--- src/rtl/stage1_fetch_pkg.sv ---
// Shared types for the fetch stage: RISC-V opcode constants, instruction immediate views,
// and the fetch-to-decode payload.
package stage1_fetch_pkg;

  localparam int DATA_WIDTH     = 32;
  // Words the output side can hold: the output register plus the skid register.
  localparam int REGISTER_DEPTH = 2;

  localparam logic [6:0] OP_BRANCH = 7'b1100011;
  localparam logic [6:0] OP_JAL    = 7'b1101111;

  typedef struct packed {
    logic       imm_12;
    logic [5:0] imm_10_5;
    logic [4:0] rs2;
    logic [4:0] rs1;
    logic [2:0] funct3;
    logic [3:0] imm_4_1;
    logic       imm_11;
    logic [6:0] opcode;
  } b_type_t;

  typedef struct packed {
    logic       imm_20;
    logic [9:0] imm_10_1;
    logic       imm_11;
    logic [7:0] imm_19_12;
    logic [4:0] rd;
    logic [6:0] opcode;
  } j_type_t;

  typedef union packed {
    b_type_t b_type;
    j_type_t j_type;
  } instruction_undecoded_t;

  typedef struct packed {
    logic [DATA_WIDTH-1:0] program_counter;
    logic [DATA_WIDTH-1:0] instruction;
    logic                  branch_taken_prediction;
  } fetch_to_decode_t;

  function automatic logic [DATA_WIDTH-1:0] b_immediate(input instruction_undecoded_t insn);
    return {{19{insn.b_type.imm_12}}, insn.b_type.imm_12, insn.b_type.imm_11,
            insn.b_type.imm_10_5, insn.b_type.imm_4_1, 1'b0};
  endfunction

  function automatic logic [DATA_WIDTH-1:0] j_immediate(input instruction_undecoded_t insn);
    return {{11{insn.j_type.imm_20}}, insn.j_type.imm_20, insn.j_type.imm_19_12,
            insn.j_type.imm_11, insn.j_type.imm_10_1, 1'b0};
  endfunction

endpackage

--- src/rtl/stage1_fetch_static_branch_predictor.sv ---
// Combinational static predictor: JAL and backward conditional branches are predicted taken.
// Active only when STAGE1_STATIC_PREDICTION_EN is defined; otherwise it never predicts.
module stage1_fetch_static_branch_predictor
  import stage1_fetch_pkg::*;
#(
  parameter int WIDTH = DATA_WIDTH
) (
  input  logic [DATA_WIDTH-1:0] instruction,
  input  logic [WIDTH-1:0]      pc,
  output logic                  predict_taken,
  output logic [WIDTH-1:0]      target
);

`ifdef STAGE1_STATIC_PREDICTION_EN
  instruction_undecoded_t insn;
  logic                   is_jal;
  logic                   is_backward_branch;

  assign insn               = instruction;
  assign is_jal             = insn.j_type.opcode == OP_JAL;
  // A negative offset (imm[12] set) marks a loop back-edge, which is usually taken.
  assign is_backward_branch = (insn.b_type.opcode == OP_BRANCH) && insn.b_type.imm_12;
  assign predict_taken      = is_jal || is_backward_branch;
  assign target             = pc + (is_jal ? j_immediate(insn) : b_immediate(insn));
`else
  logic unused_ok;

  assign unused_ok     = ^{instruction, pc};
  assign predict_taken = 1'b0;
  assign target        = '0;
`endif

endmodule

--- src/rtl/stage1_fetch.sv ---
// Fetch stage: owns the PC, issues 1-cycle instruction memory reads and delivers words in order
// through an output register plus skid register. Prediction enabled by STAGE1_STATIC_PREDICTION_EN.
module stage1_fetch
  import stage1_fetch_pkg::*;
#(
  parameter int               WIDTH        = DATA_WIDTH,
  parameter logic [WIDTH-1:0] RESET_VECTOR = '0
) (
  input  logic             clk,
  input  logic             rst,
  input  logic             redirect_valid,
  input  logic [WIDTH-1:0] redirect_address,
  output logic             instruction_port_enable,
  output logic [WIDTH-1:0] instruction_port_address,
  input  logic [WIDTH-1:0] instruction_port_data,
  output logic             axis_fetch_to_decode_tvalid,
  input  logic             axis_fetch_to_decode_tready,
  output fetch_to_decode_t axis_fetch_to_decode_tdata
);

  logic [WIDTH-1:0] pc_q;
  logic [WIDTH-1:0] inflight_pc;
  logic             inflight_valid;
  logic             out_valid;
  logic             skid_valid;
  fetch_to_decode_t out_q;
  fetch_to_decode_t skid_q;
  fetch_to_decode_t returned;

  logic             predict_raw;
  logic             predict_taken;
  logic [WIDTH-1:0] predict_target;
  logic             handshake;
  logic             out_free;
  logic [1:0]       occ;
  logic             issue_ok;
  logic             load_out_from_skid;
  logic             load_out_from_return;
  logic             load_skid;

  stage1_fetch_static_branch_predictor #(
    .WIDTH(WIDTH)
  ) u_predictor (
    .instruction  (instruction_port_data),
    .pc           (inflight_pc),
    .predict_taken(predict_raw),
    .target       (predict_target)
  );

  assign predict_taken = inflight_valid && predict_raw;
  assign handshake     = out_valid && axis_fetch_to_decode_tready;
  assign out_free      = !out_valid || axis_fetch_to_decode_tready;
  assign occ           = 2'(out_valid) + 2'(skid_valid) + 2'(inflight_valid);
  // Only issue when the word would still have a slot once it returns next cycle.
  assign issue_ok      = !rst && !redirect_valid && !predict_taken
                         && ((occ - 2'(handshake)) < 2'(REGISTER_DEPTH));

  assign returned = '{program_counter:         inflight_pc,
                      instruction:             instruction_port_data,
                      branch_taken_prediction: predict_taken};

  // The skid always drains into the output register ahead of newer data, preserving order.
  assign load_out_from_skid   = out_free && skid_valid;
  assign load_out_from_return = out_free && !skid_valid && inflight_valid;
  assign load_skid            = inflight_valid && (skid_valid || !out_free);

  // NOTE: state updates use non-blocking assignments so every register samples pre-edge values.
  always_ff @(posedge clk) begin
    if (rst) begin
      pc_q           <= RESET_VECTOR;
      inflight_valid <= 1'b0;
      out_valid      <= 1'b0;
      skid_valid     <= 1'b0;
    end else if (redirect_valid) begin
      pc_q           <= redirect_address;
      inflight_valid <= 1'b0;
      out_valid      <= 1'b0;
      skid_valid     <= 1'b0;
    end else begin
      inflight_valid <= issue_ok;
      if (predict_taken) begin
        pc_q <= predict_target;
      end else if (issue_ok) begin
        pc_q <= pc_q + WIDTH'(4);
      end
      if (out_free) begin
        out_valid  <= skid_valid || inflight_valid;
        skid_valid <= skid_valid && inflight_valid;
      end else begin
        skid_valid <= skid_valid || inflight_valid;
      end
    end
  end

  // NOTE: payload registers carry no reset; their valid bits gate every use.
  always_ff @(posedge clk) begin
    inflight_pc <= pc_q;
    if (load_out_from_skid) begin
      out_q <= skid_q;
    end else if (load_out_from_return) begin
      out_q <= returned;
    end
    if (load_skid) begin
      skid_q <= returned;
    end
  end

  assign instruction_port_enable     = issue_ok;
  assign instruction_port_address    = pc_q;
  assign axis_fetch_to_decode_tvalid = out_valid;
  assign axis_fetch_to_decode_tdata  = out_q;

endmodule

--- config.mk ---
export PLATFORM = sky130hd
export DESIGN_NAME = stage1_fetch
export DESIGN_NICKNAME = d
export VERILOG_FILES = /design/src/rtl/stage1_fetch_pkg.sv /design/src/rtl/stage1_fetch_static_branch_predictor.sv /design/src/rtl/stage1_fetch.sv
export SDC_FILE = /design/constraint.sdc
export NUM_CORES = 1
export LEC_CHECK = 0
export CAP_MARGIN = 20
export CORE_MARGIN = 2
export CORE_UTILIZATION = 53
export CTS_BUF_LIST = sky130_fd_sc_hd__clkbuf_4
export DETAILED_ROUTE_END_ITERATION = 6
export PLACE_DENSITY_LB_ADDON = 0.1
export SYNTH_ARGS = -nofsm -noshare
export SYNTH_HDL_FRONTEND = slang
export SYNTH_HIERARCHICAL = 1
export SYNTH_SLANG_ARGS = --single-unit
--- constraint.sdc ---
create_clock -name clk -period 5.45 [get_ports clk]
set_input_delay 1.09 -clock clk [delete_from_list [all_inputs] [get_ports clk]]
set_output_delay 1.09 -clock clk [all_outputs]
set_load 0.03 [all_outputs]
==> results.md, run 1 <==
* Worst Hold Launch: instruction_port_address[1]
* Die Wd at 127 um
* Finished Cell Area at 9990 um2
* RSZ-0062 raised after global routing: false
* Clock transition at the registers of the reported paths at 0.14 ns
* Top area cells in the synthesized netlist: edfxtp_1 (49%), dfxtp_1 (17%), mux2_2 (9.2%)
* RePlAce Congestion at 0.830
* F_max at 207 MHz
* N_diodes at 0
* Fin. max-slew vios at 0
* Top cell family by delay on the critical path: buffers and inverters
* Clock Skew at 0.0167 ns
* Max-Cap Viols at 0
* Yosys reg bits at 197
* Worst EP required at 4.36 ns
* Min-Delay Path Class: reg2reg
* Type of origin of the critical path: primary input
* Num CTS Buffers at 17
* Status: completed
* Die height at 127 um
* Register area share after synthesis at 65.7%
* Worst Tran Pin Value at 1.09 ns
* Syn Area/Cell at 13.4 um2
* Setup bufs post-CTS at 0
* RR Startpoint: axis_fetch_to_decode_tvalid
* Initial Util at 54.5%
* First-pass GRT wire length at 27200 um
* CTS tree: built
* Dominant cell type by area after synthesis: edfxtp_1
* Initial DRC count at 374
* Post-CTS resize count at 0
* Clock Latency Late Sink at 0.56 ns
* Worst Path Arrival at 3.74 ns
* Fin Setup TNS at 0 ns
* Gr ovfl total at 0
* Cell Area, Placed at 9680 um2
* Power Total at 2.89 mW
* Placeable Area at 14600 um2
* Distinct cells, synth at 52
* Detail Route Antenna Nets at 0
* Asr flop ratio synth at 0%
* Mapped Area at 7980 um2
* DRC Markers at 0
* Layout cells sized above 1 at 14.8%
* Drt wl/cell at 17.7 um
* Yosys Warn Count at 6
* CTS root buffer: clkbuf_4
* Max-slew headroom at 27.1%
* Via/cell ratio at 5.65
* Final WL at 16900 um
* H-tree depth at 4
* Crit path cell chain: clkdlybuf4s50_1, and2_1, ha_1, inv_1, ha_1, a21oi_2, xnor2_1, nor2_1, clkdlybuf4s50_1
* Layout Nets at 826
* Tmin final at 4.83 ns
* Total track usage at 21.6%
* Worst path max stage delay at 0.71 ns
* Endpoints failing hold at 0
* FP Rows at 44
* Pleak at 3.51 nW
* TritonRoute pass-1 iters at 4
* Most common cell in the netlist: edfxtp_1
* Post-synth top flop: edfxtp_1
* Pin count of the biggest net entering global routing at 66
* Cts hold-fix bufs at 0
* I/O pin total at 167
* TritonCTS Sinks at 197
* Share of the synthesized area in the top cell type at 48.9%
* I/O Buffers at 166
* DR vias at 5375
* Setup violations, final at 0
* Peak VDD IR at 0.173 mV
* PwrDens at 289 nW/um2
* Layout area overhead at 25.2%
* Post-Syn Instances at 596
* Crit path kind: in2out
* Post-synth EDFFs at 130
* Crit Path Max Fanout at 5
* CP Capture Type: output pin
* Vias in the first global route at 5492
* Critical-path top delay cell: clkdlybuf4s50_1
* Final Cycle Share at 88.7%
* Initial antenna violation count at 0
* Worst Path Buf+Inv at 3
* Clk buf depth at 2
* Die ar. at 16100 um2
* Detailed placement HPWL at 11000 um
* CP Launch Point: axis_fetch_to_decode_tready
* Synth top cells by count: edfxtp_1 (130), dfxtp_1 (67), mux2_2 (65), buf_4 (33), nor2_1 (33)
-- per-layer routing --
layer  wire length [um]  up-vias  global-route usage (%)
li1                   -     2516                       -
met1               7280     2605                    28.1
met2               8000      234                    34.7
met3               1290       20                    6.28
met4                302        0                    8.27
met5                  0        -                       0
-- final timing paths --
check / depth (start not counted) / slack, ns / endpoint
setup / recovery: 9 / 0.62 / instruction_port_enable
hold reg to reg: 0 / 0.39 / inflight_pc[1]
setup reg to reg: 9 / 2.55 / instruction_port_address[28]
hold / removal: 0 / 0.39 / inflight_pc[1]
-- sequential cells by signal, summed over array words and instances, names as in the netlist --
name,count
inflight_pc,32
axis_fetch_to_decode_tvalid,1
axis_fetch_to_decode_tdata,65
inflight_valid,1
skid_q,65
skid_valid,1
instruction_port_address,32
-- cells by family (layout without fill, tap and decap cells) --
group | count (synthesis) | in the layout | synth area share, %
DFF | 197 | 197 | 65.7
and+or+nand+nor | 139 | 139 | 8.97
AOI/OAI and AO/OA | 102 | 102 | 8.67
buffers and inverters | 73 | 213 | 5.13
muxes | 68 | 68 | 9.55
xor gates and xnor gates | 13 | 13 | 1.43
adders and majority gates | 3 | 3 | 0.470
other | 1 | 33 | 0.0470
-- through the flow --
stage | std cells | utilization (%) | hold slack (ns) | worst slack [ns]
4_1_cts | 952 | 68.2 | 0.394 | 0.634
3_3_place_gp | 920 | 66.1 | 0.362 | 0.689
2_1_floorplan | 628 | - | 0.403 | 0.892
3_5_place_dp | 920 | 66.1 | 0.374 | 0.665
6_report | 952 | 68.2 | 0.389 | 0.616
5_1_grt | 952 | 68.2 | 0.397 | 0.512
-- cell type report --
type / count / area (um2)
sequential: 197 / 5250
timing repair buffer: 173 / 1710
multi-input combinational: 358 / 2470
clock inverter: 15 / 178
tap: 184 / 230
fill: 1062 / 4660
clock buffer: 17 / 128
inverter: 8 / 30.0
-- report_power, final --
| group | internal [mW] | switching, mW | leakage (nW) |
|---|---|---|---|
| Clock | 0.323 | 0.491 | 0.156 |
| Combinational | 0.169 | 0.197 | 1.59 |
| Sequential | 1.66 | 0.0479 | 1.76 |
-- cells in the final DEF (no fill, tap or decap), types with 4 or more instances in the layout --
cell type / netlist / layout
a211oi_1: 14 / 14
edfxtp_1: 130 / 130
nor3_1: 15 / 15
o31ai_1: 4 / 4
nor2_1: 33 / 31
clkdlybuf4s50_1: 0 / 165
nor4_1: 6 / 6
mux2_2: 65 / 65
a221oi_1: 4 / 4
dfxtp_1: 67 / 67
xnor2_1: 6 / 6
nand2_1: 27 / 26
inv_1: 8 / 8
a21oi_1: 27 / 27
conb_1: 1 / 33
o21ai_0: 19 / 19
a31oi_1: 4 / 4
buf_4: 33 / 7
or3_1: 8 / 8
xor2_1: 7 / 7
and3_1: 8 / 8
clkbuf_4: 0 / 17
nand4_1: 9 / 9
nand3_1: 14 / 14
or4_1: 4 / 4
Note: power is estimated with default switching activity, not from simulation.
==> run 2, diff against run 1 <==
--- a/config.mk
+++ b/config.mk
@@ -7,7 +7,7 @@
 export LEC_CHECK = 0
 export CAP_MARGIN = 20
 export CORE_MARGIN = 2
-export CORE_UTILIZATION = 53
+export CORE_UTILIZATION = 48
 export CTS_BUF_LIST = sky130_fd_sc_hd__clkbuf_4
 export DETAILED_ROUTE_END_ITERATION = 6
 export PLACE_DENSITY_LB_ADDON = 0.1
==> constraint.sdc (replaced) <==
create_clock -name clk -period 4.3 [get_ports clk]
set_input_delay 0.86 -clock clk [delete_from_list [all_inputs] [get_ports clk]]
set_output_delay 0.86 -clock clk [all_outputs]
set_load 0.03 [all_outputs]
==> results.md, run 2 (same netlist as run 1, synthesis figures left out) <==
* Tmin final at 3.89 ns
* Fin Setup TNS at 0 ns
* Worst EP required at 3.44 ns
* Crit-path most repeated cell: ha_1
* Wire length on met1 at 7600 um
* DR WL met3 at 1090 um
* Initial DRC count at 352
* Fin. max-slew vios at 0
* Crit path cell chain: clkdlybuf4s50_1, and2_1, ha_1, inv_1, ha_1, a21oi_2, xnor2_1, nor2_1, buf_4
* Switch Pwr at 0.957 mW
* Max-Cap Viols at 0
* Cell Area, Placed at 9750 um2
* Die Wd at 133 um
* RePlAce Congestion at 0.817
* Die ar. at 17700 um2
* I/O Buffers at 166
* Crit path kind: in2out
* Commonest non-fill, non-tap cell in the layout: clkdlybuf4s50_1
* Vias in the first global route at 5123
* Worst path max stage delay at 0.44 ns
* Finished Cell Area at 10100 um2
* Clock Skew at 0.0208 ns
* Drt wl/cell at 17.5 um
* Setup bufs post-CTS at 0
* Layout cells sized above 1 at 15.5%
* Num CTS Buffers at 17
* TritonRoute pass-1 iters at 6
* Via/cell ratio at 5.39
* F_max at 257 MHz
* Layout Cells excl Fill at 991
* Top Metal Used: met4
* PwrDens at 363 nW/um2
* H-tree depth at 4
* Pleak at 3.54 nW
* Total track usage at 20.0%
* Placed insts at 958
* Worst Tran Pin Value at 1.10 ns
* Detailed placement HPWL at 11600 um
* Power Total at 3.65 mW
* TritonCTS Sinks at 197
* Initial antenna violation count at 1
* Final WL at 17400 um
* I/O pin total at 167
* Crit Path Max Fanout at 5
* Max-slew headroom at 26.7%
* Clock transition at the registers of the reported paths at 0.16 ns
* Clk buf depth at 2
* Status: completed
* Gr ovfl total at 0
* Layout Nets at 828
* Layout Utilization at 61.3%
* Clock Latency Late Sink at 0.57 ns
* Internal Power at 2.70 mW
* Worst Path Arrival at 3.03 ns
* Die height at 133 um
* Clk pwr share at 28.0%
* Type of origin of the critical path: primary input
* Sw frac at 26.2%
* Pin count of the biggest net entering global routing at 66
* RSZ-0062 raised after global routing: false
* First-pass GRT wire length at 27500 um
* Layout area overhead at 26.0%
* Min-Delay Path Class: reg2reg
* Peak VDD IR at 0.176 mV
* Final Cycle Share at 90.5%
* Detail Route Antenna Nets at 0
* Met2 wire len at 8450 um
* Placeable Area at 16400 um2
* Seq pwr share at 59.3%
* CTS tree: built
* Setup violations, final at 0
* Post-CTS resize count at 0
* Most frequent cells in the layout: clkdlybuf4s50_1 (164), edfxtp_1 (130), dfxtp_1 (67), mux2_2 (65), conb_1 (33)
* Logic pwr share at 12.7%
* DR vias at 5337
* CP Capture Type: output pin
* Critical-path top delay cell: clkdlybuf4s50_1
* CTS root buffer: clkbuf_4
* Endpoints failing hold at 0
* Cts hold-fix bufs at 0
* Initial Util at 48.6%
* FP Rows at 47
* DRC Markers at 0
run 2: cell count changes in the layout (fill, tap and decap cells not counted), moves of 2 or more:
cell,before,now
inv_6,3,5
buf_4,7,9
clkinv_1,2,0
clkinvlp_4,3,0
inv_8,1,3
run 2: final timing paths:
kind	depth (start not counted)	start	slack, ns	end
worst max-delay path	9	axis_fetch_to_decode_tready	0.41	instruction_port_enable
worst min register to register	0	instruction_port_address[0]	0.39	inflight_pc[0]
worst min-delay path	0	instruction_port_address[0]	0.39	inflight_pc[0]
worst max register to register	9	axis_fetch_to_decode_tvalid	1.43	instruction_port_address[28]
run 2: power by group through the flow:
| stage | sequential [mW] | combinational, mW | clock [mW] |
|---|---|---|---|
| detailed placement | 2.21 | 0.459 | 0 |
| global route | 2.18 | 0.494 | 1.13 |
| CTS | 2.17 | 0.462 | 1.06 |
| floorplan | 2.30 | 0.169 | 0 |
| finish | 2.17 | 0.464 | 1.02 |
| global placement | 2.21 | 0.452 | 0 |
run 2: per-layer routing:
layer	GRT usage (%)	vias to the layer above
li1	-	2511
met1	26.6	2589
met2	32.6	216
met3	4.94	21
met4	6.39	0
met5	0	-
run 2: area by class of cell:
type	count	area [um2]
Inverter	8	30.0
Fill cell	1282	6350
Clock inverter	14	166
Clock buffer	18	135
Timing Repair Buffer	175	1730
Multi-Input combinational cell	358	2470
Tap cell	220	275
Sequential cell	197	5250
Antenna cell	1	2.50
run 2: stage by stage:
step	hold WS (ns)	setup slack [ns]
2_1_floorplan	0.403	0.165
3_3_place_gp	0.363	0.472
3_5_place_dp	0.359	0.433
4_1_cts	0.385	0.417
5_1_grt	0.390	0.262
6_report	0.392	0.407
run 2: worst max-delay path, delay by kind of cell:
kind,cells,cell delay [ns]
buf+inv,3,0.69
xor+xnor,1,0.21
fa+ha+maj,2,0.56
compound gates,1,0.27
simple gates,2,0.44
